<file path="src/rtl/mem_arbiter_if.sv">
// Bus bundle between the core's fetch/load-store ports, the arbiter and the synchronous RAM.
// Handshake: a requester raises req with its address/data and holds it until the matching
// ack pulses for one cycle; anything still high at the next edge is a new request.
interface mem_arbiter_if #(
  parameter int ADDR_W = 8
);
  logic              i_req;
  logic [ADDR_W-1:0] i_addr;
  logic [31:0]       i_rdata;
  logic              i_ack;

  logic              d_req;
  logic              d_we;
  logic [3:0]        d_wmask;
  logic [ADDR_W-1:0] d_addr;
  logic [31:0]       d_wdata;
  logic [31:0]       d_rdata;
  logic              d_ack;

  logic              mem_en;
  logic [3:0]        mem_we;
  logic [ADDR_W-1:0] mem_addr;
  logic [31:0]       mem_wdata;
  logic [31:0]       mem_rdata;

  logic              busy;
  logic [1:0]        dbg_state;

  modport slave (
    input  i_req, i_addr, d_req, d_we, d_wmask, d_addr, d_wdata, mem_rdata,
    output i_rdata, i_ack, d_rdata, d_ack, mem_en, mem_we, mem_addr, mem_wdata,
           busy, dbg_state
  );

  modport master (
    output i_req, i_addr, d_req, d_we, d_wmask, d_addr, d_wdata, mem_rdata,
    input  i_rdata, i_ack, d_rdata, d_ack, mem_en, mem_we, mem_addr, mem_wdata,
           busy, dbg_state
  );
endinterface

</file>
<file path="src/rtl/mem_arbiter.sv">
// Arbitrates the fetch and load/store ports onto one single-port RAM, sequencing each
// access through IDLE -> ACCESS -> RESP and returning data with a one-cycle ack.
module mem_arbiter #(
  parameter int ADDR_W    = 8,
  parameter bit PRIO_DATA = 1'b0
) (
  input  logic          CLK,
  input  logic          RESET,
  mem_arbiter_if.slave  bus
);

  typedef enum logic [1:0] {
    IDLE   = 2'd0,
    ACCESS = 2'd1,
    RESP   = 2'd2
  } state_e;

  state_e            state_q, state_d;
  logic              grant_data_q, grant_data_d;
  logic              store_q, store_d;
  logic              last_data_q, last_data_d;
  logic              i_ack_q, i_ack_d;
  logic              d_ack_q, d_ack_d;
  logic [31:0]       i_rdata_q, i_rdata_d;
  logic [31:0]       d_rdata_q, d_rdata_d;
  logic              mem_en_q, mem_en_d;
  logic [3:0]        mem_we_q, mem_we_d;
  logic [ADDR_W-1:0] mem_addr_q, mem_addr_d;
  logic [31:0]       mem_wdata_q, mem_wdata_d;
  logic              pick_data;

  // Data wins if alone, if it has fixed priority, or if fetch was granted last.
  assign pick_data = bus.d_req & (~bus.i_req | PRIO_DATA | ~last_data_q);

  always_ff @(posedge CLK) begin
    if (RESET) begin
      state_q      <= IDLE;
      grant_data_q <= 1'b0;
      store_q      <= 1'b0;
      last_data_q  <= 1'b0;
      i_ack_q      <= 1'b0;
      d_ack_q      <= 1'b0;
      i_rdata_q    <= '0;
      d_rdata_q    <= '0;
      mem_en_q     <= 1'b0;
      mem_we_q     <= '0;
      mem_addr_q   <= '0;
      mem_wdata_q  <= '0;
    end else begin
      state_q      <= state_d;
      grant_data_q <= grant_data_d;
      store_q      <= store_d;
      last_data_q  <= last_data_d;
      i_ack_q      <= i_ack_d;
      d_ack_q      <= d_ack_d;
      i_rdata_q    <= i_rdata_d;
      d_rdata_q    <= d_rdata_d;
      mem_en_q     <= mem_en_d;
      mem_we_q     <= mem_we_d;
      mem_addr_q   <= mem_addr_d;
      mem_wdata_q  <= mem_wdata_d;
    end
  end

  always_comb begin
    state_d = state_q;
    unique case (state_q)
      IDLE:    if (bus.i_req || bus.d_req) state_d = ACCESS;
      ACCESS:  state_d = RESP;
      RESP:    state_d = IDLE;
      default: state_d = IDLE;
    endcase
  end

  always_comb begin
    grant_data_d = grant_data_q;
    store_d      = store_q;
    last_data_d  = last_data_q;
    i_ack_d      = 1'b0;
    d_ack_d      = 1'b0;
    i_rdata_d    = i_rdata_q;
    d_rdata_d    = d_rdata_q;
    mem_en_d     = 1'b0;
    mem_we_d     = '0;
    mem_addr_d   = mem_addr_q;
    mem_wdata_d  = mem_wdata_q;
    unique case (state_q)
      IDLE: begin
        if (bus.i_req || bus.d_req) begin
          grant_data_d = pick_data;
          last_data_d  = pick_data;
          store_d      = pick_data & bus.d_we;
          mem_en_d     = 1'b1;
          mem_addr_d   = pick_data ? bus.d_addr : bus.i_addr;
          mem_we_d     = (pick_data && bus.d_we) ? bus.d_wmask : 4'b0000;
          mem_wdata_d  = bus.d_wdata;
        end
      end
      ACCESS: ;
      RESP: begin
        // RAM output is valid now, one cycle after the strobe.
        if (grant_data_q) begin
          d_ack_d = 1'b1;
          if (!store_q) d_rdata_d = bus.mem_rdata;
        end else begin
          i_ack_d   = 1'b1;
          i_rdata_d = bus.mem_rdata;
        end
      end
      default: ;
    endcase
  end

  assign bus.i_ack     = i_ack_q;
  assign bus.d_ack     = d_ack_q;
  assign bus.i_rdata   = i_rdata_q;
  assign bus.d_rdata   = d_rdata_q;
  assign bus.mem_en    = mem_en_q;
  assign bus.mem_we    = mem_we_q;
  assign bus.mem_addr  = mem_addr_q;
  assign bus.mem_wdata = mem_wdata_q;
  assign bus.busy      = (state_q != IDLE);
  assign bus.dbg_state = state_q;

endmodule

</file>
<file path="src/flat_wrapper.sv">
// flat-port wrapper written by rule: the top's interface ports become plain ports
module mem_arbiter_flat 
#(
  parameter int ADDR_W    = 8,
  parameter bit PRIO_DATA = 1'b0
)
  (CLK, RESET, bus_i_req, bus_i_addr, bus_d_req, bus_d_we, bus_d_wmask, bus_d_addr, bus_d_wdata, bus_mem_rdata, bus_i_rdata, bus_i_ack, bus_d_rdata, bus_d_ack, bus_mem_en, bus_mem_we, bus_mem_addr, bus_mem_wdata, bus_busy, bus_dbg_state);
  mem_arbiter_if #(.ADDR_W(ADDR_W)) bus_i ();
  input  logic CLK;
  input  logic RESET;
  input wire logic [$bits(bus_i.i_req)-1:0] bus_i_req;
  input wire logic [$bits(bus_i.i_addr)-1:0] bus_i_addr;
  input wire logic [$bits(bus_i.d_req)-1:0] bus_d_req;
  input wire logic [$bits(bus_i.d_we)-1:0] bus_d_we;
  input wire logic [$bits(bus_i.d_wmask)-1:0] bus_d_wmask;
  input wire logic [$bits(bus_i.d_addr)-1:0] bus_d_addr;
  input wire logic [$bits(bus_i.d_wdata)-1:0] bus_d_wdata;
  input wire logic [$bits(bus_i.mem_rdata)-1:0] bus_mem_rdata;
  output wire logic [$bits(bus_i.i_rdata)-1:0] bus_i_rdata;
  output wire logic [$bits(bus_i.i_ack)-1:0] bus_i_ack;
  output wire logic [$bits(bus_i.d_rdata)-1:0] bus_d_rdata;
  output wire logic [$bits(bus_i.d_ack)-1:0] bus_d_ack;
  output wire logic [$bits(bus_i.mem_en)-1:0] bus_mem_en;
  output wire logic [$bits(bus_i.mem_we)-1:0] bus_mem_we;
  output wire logic [$bits(bus_i.mem_addr)-1:0] bus_mem_addr;
  output wire logic [$bits(bus_i.mem_wdata)-1:0] bus_mem_wdata;
  output wire logic [$bits(bus_i.busy)-1:0] bus_busy;
  output wire logic [$bits(bus_i.dbg_state)-1:0] bus_dbg_state;
  assign bus_i.i_req = bus_i_req;
  assign bus_i.i_addr = bus_i_addr;
  assign bus_i.d_req = bus_d_req;
  assign bus_i.d_we = bus_d_we;
  assign bus_i.d_wmask = bus_d_wmask;
  assign bus_i.d_addr = bus_d_addr;
  assign bus_i.d_wdata = bus_d_wdata;
  assign bus_i.mem_rdata = bus_mem_rdata;
  assign bus_i_rdata = bus_i.i_rdata;
  assign bus_i_ack = bus_i.i_ack;
  assign bus_d_rdata = bus_i.d_rdata;
  assign bus_d_ack = bus_i.d_ack;
  assign bus_mem_en = bus_i.mem_en;
  assign bus_mem_we = bus_i.mem_we;
  assign bus_mem_addr = bus_i.mem_addr;
  assign bus_mem_wdata = bus_i.mem_wdata;
  assign bus_busy = bus_i.busy;
  assign bus_dbg_state = bus_i.dbg_state;
  mem_arbiter #(.ADDR_W(ADDR_W), .PRIO_DATA(PRIO_DATA)) u_core (.CLK(CLK), .RESET(RESET), .bus(bus_i));
endmodule
</file>
<file path="config.mk">
export PLATFORM = sky130hd
export DESIGN_NAME = mem_arbiter_flat
export DESIGN_NICKNAME = d
export VERILOG_FILES = /design/src/rtl/mem_arbiter_if.sv /design/src/rtl/mem_arbiter.sv /design/src/flat_wrapper.sv
export SDC_FILE = /design/constraint.sdc
export NUM_CORES = 1
export LEC_CHECK = 0
export CAP_MARGIN = 20
export CORE_MARGIN = 10
export CORE_UTILIZATION = 40
export CTS_CLUSTER_SIZE = 24
export DETAILED_ROUTE_END_ITERATION = 12
export GPL_TIMING_DRIVEN = 0
export PLACE_DENSITY = 0.79
export SETUP_SLACK_MARGIN = 0.4
export SYNTH_ARGS = -nofsm -noshare
export SYNTH_HDL_FRONTEND = slang
export SYNTH_SLANG_ARGS = --single-unit
</file>
<file path="constraint.sdc">
create_clock -name CLK -period 1.7 [get_ports CLK]
set_input_delay 0.255 -clock CLK [delete_from_list [all_inputs] [get_ports CLK]]
set_output_delay 0.255 -clock CLK [all_outputs]
set_load 0.05 [all_outputs]
</file>
==> impl_metrics.yaml, run 1 <==
routing:
  viasPerCell: 5.210
  drt_iter0_markers: 364
  drtAntennaViolNets: 0
  via_count: 4533
  drt-pass1-iter-count: 4
  wirelength_um: 16770
  wl_per_cell_um: 19.28
  post-route-drc-count: 0
die:
  die_h_um: 123.2
  die_area_um2: 15190
  core_area_um2: 10370
  start_util_pct: 41.11
  die_w_um: 123.2
  std_cell_rows: 37
  ios: 203
grt:
  antenna_found_initial: 0
  grt.total_usage_pct: 19.73
  overflow: 0
  grt_pass1_vias: 4591
  grt_pass1_wl_um: 23600
  grt_max_degree: 17
setup_path:
  cpMostUsedCell: "buf_8"
  cp_num_buf_inv: 4
  path_class: "register to output port"
  worstPathMaxFanout: 3
  critPathCaptureType: "output port"
  crit_required_ns: 1.44
  rrSetupSlack_ns: 0.18
  worstSetupStartpointType: "register"
  critPathArrivalTime_ns: 1.40
  worstPathCellList: "nor2_4, inv_2, buf_6, buf_8, buf_8"
  critPathMaxStageDelay_ns: 0.35
  cp_top_family: "buffers and inverters"
  slowest_stage: "dfxtp_4"
cts:
  cts-root-buf: "clkbuf_8"
  postCtsHoldBufs: 0
  cts_made_buffers: 17
  clk_latency_ns: 0.51
  cts_max_level: 4
  clock_sinks: 115
  cts_tree: "built"
  clk_path_buf_depth: 2
  clkTransAtPathRegs_ns: 0.05
power:
  p_leak_nw: 3.185
  p_int_w: 0.005689
  clock_power_share_pct: 40.5
  powerDensity_nw_per_um2: 997.9
  swShare_pct: 28.15
  p_comb_share_pct: 22.2
  ir_worst_vdd_mv: 0.5452
  seq_power_share_pct: 37.3
  switchingPower_w: 0.002229
yosys:
  synthTopCellsByArea: "dfxtp_1 (54%), a21oi_1 (8.7%), mux2i_1 (7.5%)"
  synth_top_area_cell: "dfxtp_1"
  synth_area_um2: 4263
  avgSynthCellArea_um2: 8.937
  ys.flop_type: "dfxtp_1"
  ys_ff_latch: 115
  ys_async_sr_fraction_pct: 0
  synth_cell_types: 30
  synth-edff-count: 0
  ys_seq_area_share_pct: 54.01
  synth_top_area_share_pct: 54.01
  netlist_instances: 477
  yosysWarnings: 0
  syn_nets: 566
run:
  maxCapViolCount: 0
cells_and_area:
  drive_gt1_share_pct: 47.41
  num_antenna_cells: 0
  nNetsFinal: 813
  area_delta_synth_final_pct: 86.12
  n_fill_cell: 680
  stdcell_count: 870
timing:
  maxSlewViolCount: 0
  tightestPinTransition_ns: 0.6706
  period_minus_slack_ns: 1.660
  setup_tns_ns: 0
  relSlewSlack_pct: 55.29
  finalHoldViolations: 0
  setup_violations: 0
  fmax_mhz: 602.5
  grt_setup_unrepaired: "yes"
  fin_hold_ws_ns: 0.2358
  skew_ns: 0.007849
  setup_slack_ns: 0.04012
  finalCritPeriodShare_pct: 97.64
placed_design:
  gp_congestion: 0.7577
  placed_cells: 815
  pre_cts_slack_ns: -0.3042
  dpl.hpwl_um: 11280
  io_buffers: 202
worst_hold_path:
  holdCritPathClass: "primary input to register"
outcome:
  status: "completed"
-- what timing repair did --
action | 4_1_cts | 5_1_grt
cloned | 3 | 3
pin swaps | 2 | 28
gates resized for setup | 832 | 198
setup buffers | 6 | 14
setup endpoints to repair | 221 | 178
-- per-stage QoR --
stage | total power, W | instance area, µm² | utilization [%]
4_1_cts | 0.007676 | 7295 | 70.34
2_1_floorplan | 0.003768 | 4274 | -
6_report | 0.007918 | 7934 | 76.51
3_5_place_dp | 0.004375 | 6466 | 62.36
5_1_grt | 0.008190 | 7934 | 76.51
3_3_place_gp | 0.004348 | 6466 | 62.36
-- logic make-up (layout without fill, tap and decap cells) --
logic type,Yosys count,after routing,synth area share [%]
simple gates,165,165,17.14
compound gates,118,118,14.82
flops,115,115,54.01
mux,32,32,7.514
buf+inv,47,304,6.516
-- synthesized netlist by cell type (2+ instances only) --
cell type and count:
nor2_4 2, a311oi_1 8, buf_2 10, buf_12 3
inv_1 4, buf_4 6, mux2i_1 32, dfxtp_1 115
nand3_1 33, a21oi_1 74, nand4_1 2, buf_6 2
clkbuf_1 18, nor3_1 2, nand2_1 81, nor2_1 36
nor2b_1 2, clkbuf_2 2, o21ai_0 34
-- per-layer routing --
metal  track usage [%]  vias to the layer above  share of wire (%)
met5                 0                        -                  0
met3             9.891                       23                 11
li1                  -                     2132                  -
met2             33.79                      203                 51
met4             7.205                        0                1.6
met1             20.44                     2175                 36
-- worst register-to-register path, delay by kind of cell, from the launching register on --
family | cells | cell delay, ns
buf+inv | 3 | 0.57
flops | 1 | 0.36
simple gates | 2 | 0.24
mux | 1 | 0.23
-- sequential cells by signal, indices dropped and copies added (netlist names) --
signal                flops
u_core.bus.i_ack          1
u_core.bus.mem_en         1
u_core.bus.d_rdata       32
u_core.bus.mem_addr       8
u_core.bus.mem_we         4
u_core.bus.dbg_state      2
u_core.store_q            1
u_core.bus.mem_wdata     32
u_core.bus.d_ack          1
u_core.bus.i_rdata       32
u_core.grant_data_q       1
-- final timing paths --
| kind | end | start | cells past startpoint |
|---|---|---|---|
| min | u_core.grant_data_q | bus_d_req | 3 |
| min reg2reg | u_core.bus.d_rdata[9] | u_core.bus.d_rdata[9] | 2 |
| max | bus_busy | u_core.bus.dbg_state[1] | 5 |
| max reg2reg | u_core.bus.i_rdata[9] | u_core.bus.dbg_state[1] | 6 |
-- placed cells by master, fill, tap and decap left out, types with 17 or more instances in the layout --
cell / Yosys / layout
buf_8: 0 / 17
clkbuf_16: 0 / 19
buf_6: 2 / 105
o21ai_2: 0 / 21
nor2_1: 36 / 36
nand3_1: 33 / 33
clkdlybuf4s50_1: 0 / 86
a21oi_1: 74 / 64
buf_4: 6 / 27
dfxtp_1: 115 / 18
nand2_1: 81 / 80
mux2i_1: 32 / 27
dfxtp_2: 0 / 92
-- final cells by class --
class,count,area [µm²],share of cell area (%)
buffer,42,372.9,4.700
clock buffer,23,476.7,6.009
clock inverter,6,55.05,0.6939
inverter,5,18.77,0.2366
multi-input combinational,315,1876,23.64
sequential,115,2436,30.70
tap,136,170.2,2.145
timing repair buffer,228,2529,31.87
-- power by group through the flow --
| stage | registers, W | clock network, W | logic [W] |
|---|---|---|---|
| final | 0.00296 | 0.00321 | 0.00176 |
| after global routing | 0.00297 | 0.00338 | 0.00184 |
| after CTS | 0.00293 | 0.00323 | 0.00153 |
| after detailed placement | 0.00295 | 0 | 0.00142 |
| after global placement | 0.00294 | 0 | 0.00140 |
| after floorplan | 0.00338 | 0 | 0.000385 |
Power figures use the tool's default switching activity.
==> inputs of run 2 (changes only) <==
--- a/config.mk
+++ b/config.mk
@@ -6,13 +6,15 @@
 export NUM_CORES = 1
 export LEC_CHECK = 0
 export CAP_MARGIN = 20
-export CORE_MARGIN = 10
+export CORE_MARGIN = 2
 export CORE_UTILIZATION = 40
 export CTS_CLUSTER_SIZE = 24
 export DETAILED_ROUTE_END_ITERATION = 12
 export GPL_TIMING_DRIVEN = 0
 export PLACE_DENSITY = 0.79
+export RECOVER_POWER = 25
 export SETUP_SLACK_MARGIN = 0.4
 export SYNTH_ARGS = -nofsm -noshare
 export SYNTH_HDL_FRONTEND = slang
 export SYNTH_SLANG_ARGS = --single-unit
+export TNS_END_PERCENT = 5
==> run 2 against run 1 <==
Compared with the run above:
- cell area fell by 12%
- final cell count decreased by 2.0%
- power hardly changed
- worst setup slack about the same
- die area down 24%
- combinational power shrank 23%
- utilization decreased by 9.2 points
- clock power rose by 14%
- sequential share of layout area is 2.8 points higher
- register-to-register slack worse by 0.05 ns
- largest power group unchanged
- sequential power down 2%
- flip-flop and latch count stayed put
==> impl_metrics.yaml, run 2 (synthesis results as in run 1) <==
timing:
  grt_setup_unrepaired: "yes"
  setup_slack_ns: 0.04051
  relSlewSlack_pct: 63.33
  period_minus_slack_ns: 1.659
  fmax_mhz: 602.6
  setup_violations: 0
  fin_hold_ws_ns: 0.2694
  finalHoldViolations: 0
  skew_ns: 0.009526
  tightestPinTransition_ns: 0.5522
  finalCritPeriodShare_pct: 97.62
  maxSlewViolCount: 0
cells_and_area:
  post-route-util_pct: 67.34
  final_common_cell: "dfxtp_1"
  num_antenna_cells: 0
  layout_common_cells: "dfxtp_1 (97), dlygate4sd2_1 (92), clkdlybuf4s50_1 (86)"
  nNetsFinal: 794
  drive_gt1_share_pct: 14.23
  stdcell_count: 853
  fin_area_um2: 6952
  n_fill_cell: 882
  area_delta_synth_final_pct: 63.08
routing:
  viasPerCell: 4.998
  wirelength_um: 13250
  wl_per_cell_um: 15.54
  drt_iter0_markers: 203
  drt-pass1-iter-count: 4
  drtAntennaViolNets: 0
  post-route-drc-count: 0
  via_count: 4263
die:
  die_w_um: 107.2
  std_cell_rows: 37
  ios: 203
  die_area_um2: 11500
  start_util_pct: 41.29
  core_area_um2: 10320
  die_h_um: 107.2
setup_path:
  slowest_stage: "dlygate4sd2_1"
  critPathCaptureType: "output port"
  worstSetupStartpointType: "register"
  worstPathCellList: "dlygate4sd2_1"
  path_class: "register to output port"
  critPathArrivalTime_ns: 1.40
  worstPathMaxFanout: 2
  cp_num_buf_inv: 1
  cp_top_family: "buffers and inverters"
  critPathMaxStageDelay_ns: 0.55
  crit_required_ns: 1.44
cts:
  clock_sinks: 115
  cts_tree: "built"
  cts_made_buffers: 17
  clkTransAtPathRegs_ns: 0.06
  cts-root-buf: "clkbuf_8"
  clk_latency_ns: 0.51
  cts_max_level: 4
  clk_path_buf_depth: 2
power:
  seq_power_share_pct: 36.6
  p_leak_nw: 3.041
  powerDensity_nw_per_um2: 1140
  ir_worst_vdd_mv: 0.6077
  p_int_w: 0.005802
  p_comb_share_pct: 17.1
  switchingPower_w: 0.002122
  swShare_pct: 26.78
  clock_power_share_pct: 46.3
worst_hold_path:
  holdCritPathClass: "primary input to register"
grt:
  grt_max_degree: 17
  grt_pass1_vias: 4326
  grt.total_usage_pct: 23.00
  overflow: 0
  antenna_found_initial: 0
  grt_pass1_wl_um: 20580
placed_design:
  io_buffers: 202
  dpl.hpwl_um: 9763
  gp_congestion: 0.8685
  pre_cts_slack_ns: -0.2870
  dpl_cell_area_um2: 6466
  placed_cells: 815
outcome:
  status: "completed"
run:
  maxCapViolCount: 0
## run 2: changes by cell type in the layout (fill, tap and decap cells not counted), sizes merged, moves of 2 or more
cell,change
buf,-132
bufbuf,-3
bufinv,+3
clkbuf,+19
clkdlybuf4s15,+3
dlygate4sd2,+92
dlygate4sd3,+2
dlymetal6s2s,-2
inv,+2
## run 2: cell type report
| type | count | area, µm² | share of cell area (%) |
|---|---|---|---|
| tap | 136 | 170.2 | 2.448 |
| inverter | 5 | 18.77 | 0.2700 |
| timing repair buffer | 209 | 1872 | 26.93 |
| sequential | 115 | 2330 | 33.51 |
| clock buffer | 21 | 459.2 | 6.605 |
| buffer | 42 | 269.0 | 3.870 |
| multi-input combinational | 315 | 1680 | 24.17 |
| clock inverter | 10 | 152.6 | 2.196 |
## run 2: power groups by stage
stage	registers, W	logic (W)	clock network, W
3_5_place_dp	0.00296	0.00141	0
5_1_grt	0.00291	0.00143	0.00384
3_3_place_gp	0.00295	0.00139	0
6_report	0.00290	0.00136	0.00367
2_1_floorplan	0.00338	0.000385	0
4_1_cts	0.00290	0.00138	0.00371
## run 2: worst paths after layout
check	end	startpoint	slack, ns	cells after the start
max	bus_mem_wdata[3]	u_core.bus.mem_wdata[3]	0.04	1
min	u_core.bus.mem_we[1]	bus_d_wmask[1]	0.27	3
max reg2reg	u_core.bus.mem_addr[6]	u_core.bus.dbg_state[0]	0.13	6
min reg2reg	u_core.bus.d_rdata[26]	u_core.bus.d_rdata[26]	0.45	2
## run 2: what timing repair did
| item | CTS | global route |
|---|---|---|
| pin swaps | 1 | 0 |
| setup buffers | 6 | 1 |
| resized for setup | 186 | 64 |
| setup endpoints to repair | 217 | 221 |
| hold buffers | 0 | 0 |
## run 2: per-layer routing
metal	vias up	share of wire, %	global-route usage (%)	routed length, µm
li1	2080	-	-	-
met1	1970	40	25.11	5305
met2	192	49	40.05	6489
met3	21	9.3	8.571	1237
met4	0	1.7	9.369	221
met5	-	0	0	0
## run 2: per-stage QoR
stage | power [W] | setup TNS, ns
finish | 0.007925 | 0
global route | 0.008185 | 0
CTS | 0.007997 | 0
detailed placement | 0.004367 | -20.64
global placement | 0.004342 | -17.47
floorplan | 0.003768 | 0
==> inputs of run 3 (changes only) <==
--- a/config.mk
+++ b/config.mk
@@ -6,7 +6,6 @@
 export NUM_CORES = 1
 export LEC_CHECK = 0
 export CAP_MARGIN = 20
-export CORE_MARGIN = 2
 export CORE_UTILIZATION = 40
 export CTS_CLUSTER_SIZE = 24
 export DETAILED_ROUTE_END_ITERATION = 12
==> run 3 against run 2 <==
Compared with the run above:
- worst hold slack better by 0.017 ns
- cell area decreased by 0.11%
- flip-flop and latch count stayed put
- via count up 0.94%
- die area shrank 3.7%
==> impl_metrics.yaml, run 3 (synthesis results as in run 1) <==
placed_design:
  dpl_cell_area_um2: 6466
  dpl.hpwl_um: 9562
  gp_congestion: 0.8169
  io_buffers: 202
grt:
  grt_pass1_vias: 4261
  grt_max_degree: 17
  overflow: 0
  grt.total_usage_pct: 23.52
  grt_pass1_wl_um: 20580
  antenna_found_initial: 0
routing:
  via_count: 4303
  drt_iter0_markers: 197
  drt-pass1-iter-count: 5
  wl_per_cell_um: 15.24
  drtAntennaViolNets: 0
  viasPerCell: 5.045
  post-route-drc-count: 0
  wirelength_um: 13000
setup_path:
  reg2reg_depth: 8
  critPathCaptureType: "output port"
  critPathArrivalTime_ns: 1.38
  r2r_start: "u_core.bus.dbg_state[0]"
  path_class: "register to output port"
  crit_required_ns: 1.44
  rrSetupSlack_ns: 0.07
  worstReg2RegEnd: "u_core.bus.mem_wdata[21]"
  worstPathMaxFanout: 3
  worstSetupStartpointType: "register"
timing:
  maxSlewViolCount: 0
  tightestPinTransition_ns: 0.5439
  relSlewSlack_pct: 63.88
  finalHoldViolations: 0
  period_minus_slack_ns: 1.637
  setup_violations: 0
  grt_setup_unrepaired: "yes"
  fin_hold_ws_ns: 0.2868
  finalCritPeriodShare_pct: 96.29
  skew_ns: 0.006089
  fmax_mhz: 610.9
die:
  die_area_um2: 11070
  core_area_um2: 10320
  die_w_um: 105.2
  std_cell_rows: 37
  die_h_um: 105.2
  ios: 203
  start_util_pct: 41.29
worst_hold_path:
  hp-start: "bus_d_wmask[3]"
  holdPathEnd: "u_core.bus.mem_we[3]"
  holdCritPathClass: "primary input to register"
  hold_depth: 3
power:
  powerDensity_nw_per_um2: 1135
  p_leak_nw: 3.020
  finalPower_w: 0.007880
  ir_worst_vdd_mv: 0.7848
cells_and_area:
  num_antenna_cells: 0
  layout_common_cells: "dfxtp_1 (100), dlygate4sd2_1 (95), clkdlybuf4s50_1 (86)"
  drive_gt1_share_pct: 13.81
  final_common_cell: "dfxtp_1"
  n_fill_cell: 889
  area_delta_synth_final_pct: 62.90
  fin_area_um2: 6944
  nNetsFinal: 793
run:
  maxCapViolCount: 0
cts:
  clk_path_buf_depth: 2
  cts_max_level: 4
  cts-root-buf: "clkbuf_8"
  clkTransAtPathRegs_ns: 0.06
  cts_made_buffers: 17
  clock_sinks: 115
  clk_latency_ns: 0.49
  cts_tree: "built"
  postCtsHoldBufs: 0
outcome:
  status: "completed"
-- run 3: through the flow --
| step | setup slack (ns) | util (%) | setup TNS [ns] | cells |
|---|---|---|---|---|
| after detailed placement | -0.2898 | 62.63 | -20.22 | 815 |
| after global placement | -0.2374 | 62.63 | -16.52 | 815 |
| after global routing | 0.004857 | 67.26 | 0 | 853 |
| final | 0.06299 | 67.26 | 0 | 853 |
| after floorplan | 0.3932 | - | 0 | 477 |
| after CTS | 0.04524 | 67.85 | 0 | 851 |
-- run 3: area by class of cell --
class	instances	area (µm²)	share of cell area (%)
sequential	115	2326	33.50
multi-input combinational	315	1678	24.16
buffer	42	269.0	3.874
inverter	5	18.77	0.2703
timing repair buffer	208	1868	26.90
clock inverter	13	172.7	2.486
tap	136	170.2	2.450
clock buffer	19	441.7	6.360
-- run 3: metal layers --
layer  GRT usage, %  vias to the layer above  part of all wire (%)
met4          7.243                        0                   1.3
li1               -                     2083                     -
met1          26.78                     2015                    40
met3          8.472                       14                   7.9
met5              0                        -                     0
met2          40.98                      191                    51
-- run 3: what timing repair did --
action                                 CTS  global route
pin swaps                                1             1
setup buffers                            4             2
cloned                                   0             0
resized for setup                      180            57
endpoints found under the hold margin    0             0
setup endpoints to repair              213           218
-- run 3: critical path, cell delays in order (launching register included) --
cell and delay, ns:
dfxtp_4 0.35, nor2_4 0.13, inv_2 0.05, buf_6 0.11
buf_8 0.11, buf_8 0.14
-- run 3: report_power, final --
part	leakage (nW)	total (W)	switching, W	internal (W)
combinational	1.79	0.00136	0.000866	0.000493
sequential	0.944	0.00290	0.0000653	0.00283
clock	0.289	0.00363	0.00129	0.00234
total	3.02	0.00788	0.00222	0.00566
-- run 3: worst max path at each step --
stage | startpoint | endpoint | slack, ns | depth (start not counted)
4_1_cts | u_core.bus.dbg_state[1] | bus_busy | 0.05 | 5
3_5_place_dp | RESET | u_core.bus.mem_wdata[30] | -0.29 | 4
2_1_floorplan | u_core.bus.dbg_state[1] | u_core.bus.i_rdata[10] | 0.39 | 5
3_3_place_gp | RESET | u_core.bus.i_rdata[0] | -0.24 | 4
5_1_grt | u_core.bus.dbg_state[0] | bus_busy | 0.005 | 5
6_report | u_core.bus.dbg_state[0] | bus_busy | 0.06 | 5
